**src/rtl/ttt_pkg.sv**
```systemverilog
// ttt_pkg: shared types and helpers for the tic-tac-toe input stage
package ttt_pkg;
    localparam int NCELLS = 9;
    typedef logic [3:0] cell_idx_t;
    typedef enum logic {PLAYER_X = 1'b0, PLAYER_O = 1'b1} player_t;
    typedef enum logic [1:0] {RELEASED, PRESS_WAIT, PRESSED, RELEASE_WAIT} btn_state_t;
    function automatic cell_idx_t next_cell(input cell_idx_t c);
        return (c == cell_idx_t'(NCELLS - 1)) ? '0 : c + cell_idx_t'(1);
    endfunction
endpackage

```
**src/rtl/button_debounce.sv**
```systemverilog
// button_debounce: 2-flop synchronizer plus debounce FSM emitting a 1-cycle press pulse
module button_debounce
    import ttt_pkg::*;
#(
    parameter int DEBOUNCE_CYCLES = 16
) (
    input  logic ph1,
    input  logic reset,
    input  logic raw,
    output logic press
);
    localparam int CW = $clog2(DEBOUNCE_CYCLES + 1);
    localparam logic [CW-1:0] CMAX = CW'(DEBOUNCE_CYCLES);
    logic [1:0] sync_q;
    logic [CW-1:0] cnt_q;
    btn_state_t state_q;
    logic press_q;
    logic s;
    logic done;
    assign s = sync_q[1];
    assign done = cnt_q == CMAX;
    assign press = press_q;
    // Reset lands in PRESSED so a button held through reset must be released first.
    always_ff @(posedge ph1) begin
        if (!reset) begin
            sync_q  <= '0;
            state_q <= PRESSED;
            cnt_q   <= '0;
            press_q <= 1'b0;
        end else begin
            sync_q  <= {sync_q[0], raw};
            press_q <= 1'b0;
            case (state_q)
                RELEASED: if (s) begin
                    state_q <= PRESS_WAIT;
                    cnt_q   <= CW'(1);
                end
                PRESS_WAIT: if (!s) begin
                    state_q <= RELEASED;
                    cnt_q   <= '0;
                end else if (done) begin
                    state_q <= PRESSED;
                    cnt_q   <= '0;
                    press_q <= 1'b1;
                end else cnt_q <= cnt_q + CW'(1);
                PRESSED: if (!s) begin
                    state_q <= RELEASE_WAIT;
                    cnt_q   <= CW'(1);
                end
                RELEASE_WAIT: if (s) begin
                    state_q <= PRESSED;
                    cnt_q   <= '0;
                end else if (done) begin
                    state_q <= RELEASED;
                    cnt_q   <= '0;
                end else cnt_q <= cnt_q + CW'(1);
            endcase
        end
    end
endmodule

```
**src/rtl/move_input_ctrl.sv**
```systemverilog
// move_input_ctrl: debounced NEXT/PLACE handling, cursor and turn tracking, place/invalid strobes
module move_input_ctrl
    import ttt_pkg::*;
#(
    parameter int DEBOUNCE_CYCLES = 16
) (
    input  logic       ph1,
    input  logic       reset,
    input  logic       btn_next,
    input  logic       btn_place,
    input  logic [8:0] occupied,
    input  logic       game_over,
    output logic [3:0] cursor,
    output logic       place_en,
    output logic [3:0] place_cell,
    output logic       player,
    output logic       invalid
);
    logic next_ev;
    logic place_ev;
    logic legal;
    logic [15:0] occ_ext;
    cell_idx_t cursor_q, cursor_d, place_cell_q, place_cell_d;
    player_t player_q, player_d;
    logic place_en_q, place_en_d, invalid_q, invalid_d;
    button_debounce #(.DEBOUNCE_CYCLES(DEBOUNCE_CYCLES)) u_next (
        .ph1(ph1), .reset(reset), .raw(btn_next), .press(next_ev)
    );
    button_debounce #(.DEBOUNCE_CYCLES(DEBOUNCE_CYCLES)) u_place (
        .ph1(ph1), .reset(reset), .raw(btn_place), .press(place_ev)
    );
    assign occ_ext = {7'b0, occupied};
    // PLACE wins over a simultaneous NEXT, which is simply dropped.
    always_comb begin
        legal        = !occ_ext[cursor_q] && !game_over;
        place_en_d   = place_ev && legal;
        invalid_d    = place_ev && !legal;
        place_cell_d = place_en_d ? cursor_q : place_cell_q;
        player_d     = place_en_d ? player_t'(~player_q) : player_q;
        cursor_d     = (next_ev && !place_ev) ? next_cell(cursor_q) : cursor_q;
    end
    always_ff @(posedge ph1) begin
        if (!reset) begin
            cursor_q     <= '0;
            place_cell_q <= '0;
            player_q     <= PLAYER_X;
            place_en_q   <= 1'b0;
            invalid_q    <= 1'b0;
        end else begin
            cursor_q     <= cursor_d;
            place_cell_q <= place_cell_d;
            player_q     <= player_d;
            place_en_q   <= place_en_d;
            invalid_q    <= invalid_d;
        end
    end
    assign cursor     = cursor_q;
    assign place_cell = place_cell_q;
    assign player     = player_q;
    assign place_en   = place_en_q;
    assign invalid    = invalid_q;
    a_cursor_range: assert property (@(posedge ph1) cursor_q < cell_idx_t'(NCELLS));
endmodule

```
**config.mk**
```make
export PLATFORM = sky130hd
export DESIGN_NAME = move_input_ctrl
export DESIGN_NICKNAME = d
export VERILOG_FILES = /design/src/rtl/ttt_pkg.sv /design/src/rtl/button_debounce.sv /design/src/rtl/move_input_ctrl.sv
export SDC_FILE = /design/constraint.sdc
export NUM_CORES = 1
export LEC_CHECK = 0
export CORE_MARGIN = 3
export CORE_UTILIZATION = 47
export CTS_CLUSTER_SIZE = 40
export DETAILED_ROUTE_END_ITERATION = 10
export PLACE_DENSITY = 0.82
export REMOVE_ABC_BUFFERS = 1
export SLEW_MARGIN = 20
export SYNTH_ARGS = -nofsm -noshare
export SYNTH_HDL_FRONTEND = slang
export SYNTH_HIERARCHICAL = 1
export SYNTH_SLANG_ARGS = --single-unit
```
**constraint.sdc**
```tcl
create_clock -name ph1 -period 1.8 [get_ports ph1]
set_input_delay 0.36 -clock ph1 [delete_from_list [all_inputs] [get_ports ph1]]
set_output_delay 0.36 -clock ph1 [all_outputs]
set_load 0.03 [all_outputs]
```
==> metrics.yaml, run 1 <==
route:
  postRouteAntennaNets: 0
  drt-met1-wl_um: 1420
  drt_iter0_drc: 81
  via_per_inst: 5.64
  drc_errors: 0
  via_count: 1394
  dr.max_layer_used: "met4"
  routed_wl_um: 3420
  wl_met3_um: 183
  drt_first_pass_iters: 4
  post_drt_wl_per_cell_um: 13.9
  wl_met2_um: 1740
timing:
  finalCriticalPeriod_ps: 1720
  fin_hold_ws_ps: 438
  slew_headroom: 0.637
  fmax_mhz: 581
  fin_crit_sh: 0.956
  slew_viol_final: 0
  finalSetupViolations: 0
  tightest_slew_ps: 541
  hold_violations: 0
  rsz0062_at_grt: "no"
  fin_worst_skew_ps: 7.00
setup_path:
  critical_path_class: "register to output port"
  start_kind: "register"
  cpPeakStageDelay_ps: 680
  arrival_ps: 1360
  crit_fanout: 2
  worstPathCellList: "clkdlybuf4s50_1"
  end_kind: "output port"
  crit_slowest_cell: "clkdlybuf4s50_1"
  critPathBufInv: 1
  cp_data_required_time_ps: 1440
  cp_top_family: "buffers and inverters"
floorplanning:
  core-area_mm2: 0.00313
  pin_count: 25
  die_h_um: 64.1
  rows: 20
  dieWidth_um: 64.1
  initial_core_util: 0.507
  die_area_mm2: 0.00411
placed_design:
  hpwl_um: 2460
  port_buffers: 24
  gp_congestion: 0.788
clocking:
  holdBufCountCts: 0
  cts_tree: "done"
  cts_buffer_depth: 2
  cts_setup_buffers: 0
  clock_latency_ps: 330
  cts_resized: 4
  cts_root_buffer: "clkbuf_4"
  path_clk_slew_ps: 100
  cts.htree.levels: 2
  cts_buffers: 5
  cts.sinks: 31
logic_synthesis:
  yosysWarnings: 6
  synth_top_area_cell: "dfxtp_1"
  synth_top_area_share: 0.391
  synthCells: 173
  synth_commonest_cells: "dfxtp_1 (31), nand2_1 (22), nand3_1 (16), inv_1 (11), mux2i_1 (7)"
  syn-mean-instance-area_um2: 9.17
  synth_seq_area_share: 0.391
  synth_area_leaders: "dfxtp_1 (39%), nand2_1 (5.2%), nand3_1 (5.0%)"
  synth.cell_area_mm2: 0.00159
  synth_edf_count: 0
  ys_types: 39
  synth.most_common_cell: "dfxtp_1"
  yosys_most_used_dff: "dfxtp_1"
  ys_ff_latch: 31
  ys_async_sr_fraction: 0
power_and_ir_drop:
  peakVddDrop_uv: 512
  power_per_cell_area_mw_per_mm2: 650
  leakagePower_nw: 0.736
finish:
  fillCellCount: 268
  final_layout_size_suffix_gt1_frac: 0.0936
  diodes: 0
  nets: 222
  regArea_um2: 621
  multi_input_area_um2: 890
  syn2layout_area_growth_pct: 24.1
  fin_util: 0.629
global_routing:
  grt_pass1_wl_um: 5920
  grt-ovfl-total: 0
  grt_pass1_vias: 1403
  antenna_found_initial: 0
  grt_usage: 0.183
  grt_max_degree: 35
job:
  cap_violations: 0
hold_path:
  hp-class: "register to register"
outcome:
  status: "finished, final reports clean"
-- layer usage --
metal,GRT usage,up-vias
met2,0.321,42
met3,0.0650,9
li1,-,674
met4,0.0976,0
met5,0,-
met1,0.190,669
-- final cells by class --
| type | instances | area share |
|---|---|---|
| repair buffers | 29 | 0.149 |
| well taps | 44 | 0.0280 |
| multi-input cells | 124 | 0.452 |
| flip-flops and latches | 31 | 0.315 |
| clock buffers | 8 | 0.0350 |
| inverters | 11 | 0.0210 |
-- flip-flops by register name (all words and copies together) (netlist names), named ones only --
register and flops:
place_en 1, u_next/cnt_q 5, u_place/state_q 1, invalid 1
cursor 4, u_place/sync_q 2, u_next/press 1, u_place/cnt_q 5
u_place/press 1, player 1, u_next/sync_q 2, u_next/state_q 1
place_cell 4
-- path summary, 6_finish.rpt --
kind                            slack, ps               from                end  depth (start not counted)
worst max-delay path                   80      place_cell[1]      place_cell[1]                          1
worst min-delay path                  440  u_place/sync_q[0]  u_place/sync_q[1]                          1
worst max register to register        100          cursor[0]      place_cell[3]                          5
worst min register to register        440  u_place/sync_q[0]  u_place/sync_q[1]                          1
-- placed cells by master (no fill, tap or decap), types with 3 or more instances in the layout --
master | synthesis | layout
ha_1 | 6 | 6
nand4_1 | 6 | 6
dfxtp_1 | 31 | 31
mux2i_1 | 7 | 6
a21boi_0 | 4 | 4
dlygate4sd2_1 | 0 | 4
inv_1 | 11 | 11
clkdlybuf4s50_1 | 0 | 20
clkbuf_4 | 0 | 5
nor3_1 | 3 | 3
and3_1 | 5 | 5
a21oi_1 | 6 | 6
and2_1 | 5 | 5
nand3_1 | 16 | 16
nor2_1 | 5 | 5
nand2_1 | 22 | 22
a31oi_1 | 4 | 3
o21ai_0 | 4 | 4
-- power breakdown --
| part | internal (mW) | switching (mW) |
|---|---|---|
| Combinational | 0.0547 | 0.0461 |
| Sequential | 0.699 | 0.0185 |
| Clock | 0.230 | 0.232 |
| Total | 0.984 | 0.296 |
-- metrics by stage --
| stage | power [mW] | cell area [um^2] | std cells | setup TNS [ps] | setup WS [ps] |
|---|---|---|---|---|---|
| after global placement | 0.825 | 1880 | 239 | -1030 | -208 |
| after CTS | 1.29 | 1940 | 247 | 0 | 59.4 |
| after global routing | 1.35 | 1970 | 247 | 0 | 9.53 |
| after detailed placement | 0.831 | 1880 | 239 | -1340 | -269 |
| after floorplan | 0.775 | 1530 | 166 | -1010 | -203 |
| final | 1.28 | 1970 | 247 | 0 | 78.6 |
-- cells by family after synthesis --
logic type | synth area share
muxes | 0.0584
and+or+nand+nor | 0.285
adders and majority gates | 0.0473
AOI/OAI and AO/OA | 0.116
xor gates and xnor gates | 0.0426
buffers and inverters | 0.0599
DFF | 0.391
No activity file was read; power rests on OpenSTA's default activity.
==> run 2, diff against run 1 <==
- REMOVE_ABC_BUFFERS: 1 -> not set
==> run 2 against run 1 <==
Effect of this change:
- flip-flop and latch count is the same
- die area is the same
- combinational power is essentially flat
- design area shrank 1.2%
- cell count is the same
- critical path type is now primary input to register
- highest routed layer unchanged
==> metrics.yaml, run 2 (synthesized netlist as in run 1, its figures left out) <==
outcome:
  status: "finished, final reports clean"
clocking:
  cts_buffers: 5  # unchanged
  path_clk_slew_ps: 90  # about the same
  cts_root_buffer: "clkbuf_4"
  cts_tree: "done"
  clock_latency_ps: 330  # about the same
  holdBufCountCts: 0  # unchanged
  cts_setup_buffers: 0  # unchanged
  cts.sinks: 31  # unchanged
  cts.htree.levels: 2  # unchanged
  cts_buffer_depth: 2  # unchanged
timing:
  tightest_slew_ps: 516  # -24.4 ps
  hold_violations: 0  # unchanged
  finalCriticalPeriod_ps: 1750  # +32.0 ps
  fin_worst_skew_ps: 13.8  # +6.82 ps
  fmax_mhz: 570  # -1.8%
  finalSetupViolations: 0  # unchanged
  slew_viol_final: 0  # unchanged
  slew_headroom: 0.653  # +0.0164
  fin_hold_ws_ps: 438  # -0.167 ps
  fin_crit_sh: 0.974  # +0.0178
job:
  cap_violations: 0  # unchanged
power_and_ir_drop:
  power_per_cell_area_mw_per_mm2: 608  # -6.5%
  peakVddDrop_uv: 385  # -25%
  leakagePower_nw: 0.723  # -1.7%
finish:
  final_layout_size_suffix_gt1_frac: 0.0936  # unchanged
  reg.largest.list: "u_next/cnt_q: 5 flops, u_place/cnt_q: 5 flops"
  stdcell_count: 247  # unchanged
  diodes: 0  # unchanged
  final_cell_mix: "dfxtp_1 (30), nand2_1 (22), clkdlybuf4s50_1 (21)"
  syn2layout_area_growth_pct: 22.6
  fillCellCount: 256  # -4.5%
  regArea_um2: 624  # +0.60%
  nets: 223  # +0.45%
  multi_input_area_um2: 881  # -0.98%
  layout_commonest_cell: "dfxtp_1"
global_routing:
  grt_pass1_wl_um: 5830  # -1.5%
  grt-ovfl-total: 0  # unchanged
  grt_pass1_vias: 1328  # -5.3%
  grt_max_degree: 35  # unchanged
  antenna_found_initial: 0  # unchanged
  grt_usage: 0.177  # -0.00617
hold_path:
  hp-class: "register to register"
setup_path:
  critPathBufInv: 2  # +1
  critical_path_class: "primary input to register"
  cpPeakStageDelay_ps: 470  # -210 ps
  worstPathCellList: "clkdlybuf4s50_1 -> mux4_2 -> nand2b_4 -> a311oi_4 -> buf_6 -> mux2i_1"
  cp_data_required_time_ps: 2050  # +610 ps
  arrival_ps: 2000  # +640 ps
  start_kind: "primary input"
  cp_top_family: "multiplexers"
  crit_fanout: 5  # +3
  crit_slowest_cell: "mux4_2"
  end_kind: "register"
route:
  drt_iter0_drc: 92  # +14%
  routed_wl_um: 3540  # +3.4%
  drc_errors: 0  # unchanged
  post_drt_wl_per_cell_um: 14.3  # +3.4%
  postRouteAntennaNets: 0  # unchanged
  via_per_inst: 5.63  # -0.22%
  drt_first_pass_iters: 4  # unchanged
  via_count: 1391  # -0.22%
placed_design:
  place_inst: 240  # +0.42%
  port_buffers: 24  # unchanged
  hpwl_um: 2550  # +3.6%
  gp_congestion: 0.881  # +12%
floorplanning:
  die_h_um: 64.1  # unchanged
  core-area_mm2: 0.00313  # unchanged
  rows: 20  # unchanged
  pin_count: 25  # unchanged
  initial_core_util: 0.507  # unchanged
  dieWidth_um: 64.1  # unchanged
  die_area_mm2: 0.00411  # unchanged
logic_synthesis:
  synth_nets: 193
## run 2: cell types whose count changed in the layout (fill, tap and decap cells not counted)
cell	before	now
mux2i_4	1	0
clkdlybuf4s50_1	20	21
dfxtp_4	0	1
buf_6	2	1
clkbuf_1	1	2
dlygate4sd2_1	4	3
dfxtp_1	31	30
buf_4	2	4
clkbuf_8	2	0
mux2i_2	0	1
## run 2: per-stage QoR
step / setup TNS, ps / instance area (um^2) / total power, mW / util / setup WS [ps]
detailed placement: -1450 / 1890 / 0.832 / 0.604 / -302
global route: -21.7 / 1940 / 1.24 / 0.622 / -11.9
global placement: -1060 / 1890 / 0.824 / 0.604 / -214
CTS: 0 / 1930 / 1.19 / 0.617 / 31.4
floorplan: -20.6 / 1590 / 0.782 / - / -4.12
finish: 0 / 1940 / 1.18 / 0.622 / 46.6
## run 2: final timing paths
path                    startpoint          endpoint  depth (start not counted)  slack (ps)
setup / recovery       occupied[3]     place_cell[1]                          6          50
hold / removal    u_next/sync_q[0]  u_next/sync_q[1]                          1         440
setup reg to reg         cursor[0]     place_cell[1]                          6          70
hold reg to reg   u_next/sync_q[0]  u_next/sync_q[1]                          1         440
## run 2: layout make-up
| type | count | area share |
|---|---|---|
| inverters | 11 | 0.0212 |
| well taps | 44 | 0.0283 |
| repair buffers | 30 | 0.153 |
| clock buffers | 7 | 0.0232 |
| flip-flops and latches | 31 | 0.321 |
| multi-input cells | 124 | 0.453 |
## run 2: timing repair
| item | CTS | global route |
|---|---|---|
| resized for setup | 3 | 3 |
| setup endpoints to repair | 3 | 2 |
| cloned | 0 | 0 |
## run 2: power by group
group,internal (mW),total (mW),switching [mW]
logic,0.0541,0.102,0.0477
clock network,0.147,0.364,0.217
registers,0.697,0.717,0.0193
total,0.899,1.18,0.284
## run 2: layer usage
metal	global-route usage	up-vias	wire length, um
li1	-	682	-
met1	0.202	651	1450
met2	0.320	56	1810
met3	0.0562	2	257
met4	0.0422	0	15
met5	0	-	0
